$ cat src/rtl/conv_pkg.sv
// Shared sizing constants and state encoding for the conv_96_65_16_16 host.
package conv_pkg;

  localparam int N         = 96;              // x samples per run
  localparam int M         = 65;              // filter taps
  localparam int T         = 16;              // sample width
  localparam int L         = N - M + 1;       // results per run
  localparam int LOGSIZE_N = $clog2(N);
  localparam int LOGSIZE_L = $clog2(L);
  localparam int CSUM_W    = T + LOGSIZE_L + 1;

  typedef enum logic [1:0] {
    ST_IDLE = 2'd0,
    ST_SEND = 2'd1,
    ST_RECV = 2'd2
  } host_state_t;

endpackage

$ cat src/rtl/stall_lfsr.sv
// 16-bit Fibonacci LFSR (taps 16,14,13,11) used to insert handshake stalls.
// Only compiled when CONV_HOST_THROTTLE_EN is defined.
`ifdef CONV_HOST_THROTTLE_EN
module stall_lfsr (
  input  logic        i_clk,
  input  logic        i_reset,
  output logic [15:0] o_lfsr,
  output logic [15:0] o_lfsr_next
);

  logic [15:0] r_lfsr;
  logic        w_fb;

  assign w_fb        = r_lfsr[15] ^ r_lfsr[13] ^ r_lfsr[12] ^ r_lfsr[10];
  assign o_lfsr_next = {r_lfsr[14:0], w_fb};
  assign o_lfsr      = r_lfsr;

  // Step every cycle; reset reloads the seed.
  always_ff @(posedge i_clk) begin
    if (i_reset) begin
      r_lfsr <= 16'hACE1;
    end else begin
      r_lfsr <= o_lfsr_next;
    end
  end

endmodule
`endif

$ cat src/rtl/conv_stream_host.sv
// Host-side initiator for conv_96_65_16_16: streams a preloaded x vector out,
// collects L results into a readable buffer, tracks checksum and maximum.
// Optional stall insertion: define CONV_HOST_THROTTLE_EN.
module conv_stream_host
  import conv_pkg::*;
(
  input  logic                 i_clk,
  input  logic                 i_reset,
  input  logic                 i_wr_en,
  input  logic [LOGSIZE_N-1:0] i_wr_addr,
  input  logic [T-1:0]         i_wr_data,
  input  logic                 i_start,
  output logic                 o_busy,
  output logic                 o_done,
  output logic [T-1:0]         o_x_data,
  output logic                 o_x_valid,
  input  logic                 i_x_ready,
  input  logic [T-1:0]         i_y_data,
  input  logic                 i_y_valid,
  output logic                 o_y_ready,
  input  logic [LOGSIZE_L-1:0] i_rd_addr,
  output logic [T-1:0]         o_rd_data,
  output logic [CSUM_W-1:0]    o_checksum,
  output logic [T-1:0]         o_y_max
);

  host_state_t          r_state;
  logic [LOGSIZE_N-1:0] r_send_cnt;
  logic [LOGSIZE_L-1:0] r_recv_cnt;
  logic                 r_x_valid;
  logic                 r_y_ready;
  logic                 r_done;
  logic [CSUM_W-1:0]    r_checksum;
  logic [T-1:0]         r_y_max;
  logic [T-1:0]         r_rd_data;
  logic [T-1:0]         r_xbuf [N];
  logic [T-1:0]         r_ybuf [L];

  logic                 w_x_fire;
  logic                 w_y_fire;
  logic                 w_x_gate;   // x_valid may rise in the coming cycle
  logic                 w_y_gate;   // y_ready may be high in the coming cycle

`ifdef CONV_HOST_THROTTLE_EN
  logic [15:0] w_lfsr;
  logic [15:0] w_lfsr_next;

  stall_lfsr u_stall_lfsr (
    .i_clk       (i_clk),
    .i_reset     (i_reset),
    .o_lfsr      (w_lfsr),
    .o_lfsr_next (w_lfsr_next)
  );

  // Registered handshake flags are computed from the LFSR value of the cycle
  // they will be visible in, so x_valid rises only when lfsr[0] = 0 and
  // y_ready tracks ~lfsr[1] cycle by cycle.
  assign w_x_gate = ~w_lfsr_next[0];
  assign w_y_gate = ~w_lfsr_next[1];
`else
  assign w_x_gate = 1'b1;
  assign w_y_gate = 1'b1;
`endif

  assign w_x_fire   = r_x_valid & i_x_ready;
  assign w_y_fire   = r_y_ready & i_y_valid;
  assign o_x_data   = r_xbuf[r_send_cnt];
  assign o_x_valid  = r_x_valid;
  assign o_y_ready  = r_y_ready;
  assign o_busy     = (r_state != ST_IDLE);
  assign o_done     = r_done;
  assign o_checksum = r_checksum;
  assign o_y_max    = r_y_max;
  assign o_rd_data  = r_rd_data;

  // Run sequencer: IDLE -> SEND (N x transfers) -> RECV (L y transfers).
  always_ff @(posedge i_clk) begin
    if (i_reset) begin
      r_state    <= ST_IDLE;
      r_send_cnt <= '0;
      r_recv_cnt <= '0;
      r_x_valid  <= 1'b0;
      r_y_ready  <= 1'b0;
      r_done     <= 1'b0;
      r_checksum <= '0;
      r_y_max    <= '0;
    end else begin
      case (r_state)
        ST_IDLE: begin
          if (i_start) begin
            r_state    <= ST_SEND;
            r_send_cnt <= '0;
            r_recv_cnt <= '0;
            r_checksum <= '0;
            r_y_max    <= '0;
            r_done     <= 1'b0;
            r_x_valid  <= w_x_gate;
          end
        end
        ST_SEND: begin
          if (w_x_fire) begin
            if (r_send_cnt == LOGSIZE_N'(N - 1)) begin
              r_state   <= ST_RECV;
              r_x_valid <= 1'b0;
              r_y_ready <= w_y_gate;
            end else begin
              r_send_cnt <= r_send_cnt + 1'b1;
              r_x_valid  <= w_x_gate;
            end
          end else if (!r_x_valid) begin
            // A raised x_valid is held until its handshake completes.
            r_x_valid <= w_x_gate;
          end
        end
        ST_RECV: begin
          if (w_y_fire) begin
            r_checksum <= r_checksum + CSUM_W'(i_y_data);
            if ($signed(i_y_data) > $signed(r_y_max)) begin
              r_y_max <= i_y_data;
            end
            if (r_recv_cnt == LOGSIZE_L'(L - 1)) begin
              r_state   <= ST_IDLE;
              r_y_ready <= 1'b0;
              r_done    <= 1'b1;
            end else begin
              r_recv_cnt <= r_recv_cnt + 1'b1;
              r_y_ready  <= w_y_gate;
            end
          end else begin
            r_y_ready <= w_y_gate;
          end
        end
        default: begin
          r_state   <= ST_IDLE;
          r_x_valid <= 1'b0;
          r_y_ready <= 1'b0;
        end
      endcase
    end
  end

  // Sample buffer: host writes land only while idle and in range.
  always_ff @(posedge i_clk) begin
    if (i_wr_en && (r_state == ST_IDLE) && (i_wr_addr < LOGSIZE_N'(N))) begin
      r_xbuf[i_wr_addr] <= i_wr_data;
    end
  end

  // Result buffer: capture each accepted y at the current receive index.
  always_ff @(posedge i_clk) begin
    if (w_y_fire) begin
      r_ybuf[r_recv_cnt] <= i_y_data;
    end
  end

  // Registered result read port, legal in any state.
  always_ff @(posedge i_clk) begin
    if (i_reset) begin
      r_rd_data <= '0;
    end else begin
      r_rd_data <= r_ybuf[i_rd_addr];
    end
  end

endmodule
$ cat config.mk
export PLATFORM = sky130hd
export DESIGN_NAME = conv_stream_host
export DESIGN_NICKNAME = d
export VERILOG_FILES = /design/src/rtl/conv_pkg.sv /design/src/rtl/stall_lfsr.sv /design/src/rtl/conv_stream_host.sv
export SDC_FILE = /design/constraint.sdc
export NUM_CORES = 2
export LEC_CHECK = 0
export CAP_MARGIN = 20
export CORE_UTILIZATION = 45
export DETAILED_ROUTE_END_ITERATION = 8
export PLACE_DENSITY = 0.7
export SYNTH_ARGS = -nofsm -noshare
export SYNTH_HDL_FRONTEND = slang
export SYNTH_SLANG_ARGS = --single-unit
$ cat constraint.sdc
create_clock -name i_clk -period 7.2 [get_ports i_clk]
set_clock_uncertainty 0.1 [all_clocks]
set_input_delay 0.72 -clock i_clk [delete_from_list [all_inputs] [get_ports i_clk]]
set_output_delay 0.72 -clock i_clk [all_outputs]
set_load 0.02 [all_outputs]
==> results.yml <==
clock_tree:
  clock_path_buffers: 3
  cts_hold_buf: 0
  cts_root_buf: "clkbuf_16"
  post_cts_resized: 0
  clock_sinks: 2126
  htree_levels: 4
  cts.clk_slew.worst_paths_ps: 60
  numCtsBuffers: 203
  postCtsSetupBuffers: 0
  cts_tree: "built"
  clkLatencyLatePin_ps: 840
synthesis:
  ys_seq_elements: 2126
  yosys_warnings: 0
  synth-edff-count: 2048
  ys_types: 64
  seq_area_frac_synth_pct: 75.7
  synth_fp_nets: 4037
  synthArstFlopShare_pct: 0
  syn-cell-area_sq_mm: 0.0833
  synthTopCellsByArea: "edfxtp_1 74%, mux4_2 15%, dfxtp_1 1.9%"
  synth_top_area_share_pct: 73.9
  synth_area_leader_cell: "edfxtp_1"
  netlist_instances: 3945
  syn_area_per_cell_sq_um: 21.1
  ys.flop_type: "edfxtp_1"
critical_path:
  worstPathCellList: "buf_4 -> buf_4 -> mux4_2 -> a221oi_1 -> o21ai_0 -> a21oi_1 -> nand2_1 -> clkdlybuf4s50_1"
  worstPathArrival_ps: 4950
  reg2reg_setup_slack_ps: 2980
  path_class: "flop to primary output"
  start_kind: "flop"
  max_stage_delay_ps: 920
  crit_path_frequent_cell: "buf_4"
  critPathSlowestCell: "dfxtp_4"
  crit_path_end_kind: "primary output"
  cp_max_fo: 51
  cp.required_ps: 6380
floorplan:
  rows: 157
  start_util_pct: 45.4
  die_area_sq_mm: 0.187
  ios: 124
  die_w_um: 432
  core-area_sq_mm: 0.183
  die_h_um: 432
sta:
  hold_viol_final: 0
  tns_ps: 0
  rsz0062_at_grt: "no"
  slew_headroom_pct: 19.0
  fmax_mhz: 173
  setup_ws_ps: 1430
  finalCritPeriodShare_pct: 80.1
  whs_ps: 135
  fin_crit_ps: 5770
  finalSetupViolations: 0
  tightest_slew_ps: 1210
  drv_slew: 0
job:
  maxCapViolCount: 0
power_and_ir_drop:
  p_per_area_mw_per_mm2: 270
  ir_drop_mv: 0.217
  leakage_uw: 0.0290
worst_hold_path:
  hp-class: "input port to flop"
grt:
  grt_pass1_vias: 41400
  grt_usage_pct: 21.4
  grt_pass1_wl_mm: 290
  grt_overflow: 0
  grt_max_degree: 97
  antenna_found_initial: 3
finish:
  fin_nets: 4372
  final_common_cell: "edfxtp_1"
  drive_above_1_share_pct: 24.9
  final_cell_mix: "2048 x edfxtp_1, 553 x mux4_2, 222 x buf_4"
  area_delta_synth_final_pct: 13.9
routing:
  wirelength_mm: 200
  drtIter0Drc: 5544
  wire_per_inst_um: 28.9
  vias: 42100
  dr.pass1.iters: 5
  drtAntennaViolNets: 0
  viasPerCell: 6.09
  drc: 0
placement:
  hpwl_mm: 118
  port_buffers: 123
  pre_cts_slack_ps: 2240
  place_congestion: 0.867
status:
  status: "completed"
==> cell usage after synthesis (all sizes together), types with 3 or more instances <==
cell type	n
a2111oi	6
a21boi	5
a221oi	18
nand4	27
clkbuf	92
buf	125
xnor2	5
o22ai	18
o221ai	23
nand2b	24
mux2i	103
a21o	9
nand3	67
o21a	3
nor3b	14
nor2	203
nand2	90
o211ai	23
a21oi	104
edfxtp	2048
o32ai	15
ha	41
and3	6
o21ai	51
dfxtp	78
inv	31
or3b	17
mux4	553
or2	4
a22oi	40
nor2b	32
or3	3
xor2	7
a211oi	18
nor3	7
and2	5
a211o	4
nand3b	4
==> sequential cells by signal, indices dropped and copies added, names as in the netlist, named ones only <==
| register | count |
|---|---|
| o_done | 1 |
| o_y_ready | 1 |
| r_state | 2 |
| o_y_max | 16 |
| r_recv_cnt | 5 |
| o_rd_data | 16 |
| o_checksum | 22 |
| r_xbuf | 1536 |
| r_ybuf | 512 |
| r_send_cnt | 7 |
| o_x_valid | 1 |
==> kinds of logic after synthesis <==
kind of cell / count (synthesis) / synth area share, %
buffers and inverters: 248 / 1.51
XOR/XNOR: 12 / 0.126
AO/OA/AOI/OAI: 353 / 2.83
multiplexers: 657 / 16.2
AND/OR/NAND/NOR: 507 / 2.94
flip-flops: 2126 / 75.7
adder cells (fa/ha/maj): 42 / 0.640
==> routing by layer <==
layer | vias up | GRT usage [%] | wire length, um
met5 | - | 0 | 0
met4 | 0 | 6.96 | 6150
met3 | 339 | 3.94 | 17500
met2 | 2183 | 33.5 | 96200
met1 | 22400 | 30.4 | 80400
li1 | 17200 | - | -
==> area by class of cell <==
type | count | area (sq um)
repair buffers | 347 | 3090
clock inverters | 104 | 980
inverters | 31 | 116
flip-flops and latches | 2126 | 63100
multi-input cells | 1571 | 19000
fillers | 14200 | 88700
well taps | 2464 | 3080
clock buffers | 270 | 5460
diodes | 5 | 12.5
==> final timing paths <==
check / from / to / cells after the start
worst max-delay path: flop / o_x_data[7] / 8
worst min-delay path: i_wr_data[3] / r_xbuf[54][3]$_DFFE_PP_ / 1
worst max register to register: r_state[1]$_SDFFE_PP0P_ / r_xbuf[46][6]$_DFFE_PP_ / 8
worst min register to register: o_checksum[21]$_SDFFE_PP0P_ / o_checksum[21]$_SDFFE_PP0P_ / 2
==> worst max-delay path, delay by kind of cell, from the launching register on <==
family | cells | cell delay (ps)
AOI/OAI and AO/OA | 3 | 1430
buffers and inverters | 3 | 1240
DFF | 1 | 920
muxes | 1 | 330
and+or+nand+nor | 1 | 150
==> report_power, final <==
group          internal, uW  total, uW  switching, uW
Clock                  5770      10400           4590
Sequential            13600      13600           36.5
Combinational           662       1590            924
==> stage by stage <==
step | total power [uW] | instance area [sq um] | std cells | utilization [%]
floorplan | 14900 | 83300 | 3945 | -
CTS | 25700 | 94600 | 6907 | 51.6
global route | 26200 | 94800 | 6915 | 51.7
global placement | 15400 | 88100 | 6528 | 48.0
finish | 25600 | 94800 | 6918 | 51.7
detailed placement | 15500 | 88200 | 6533 | 48.1
No activity file was read; power rests on OpenSTA's default activity.
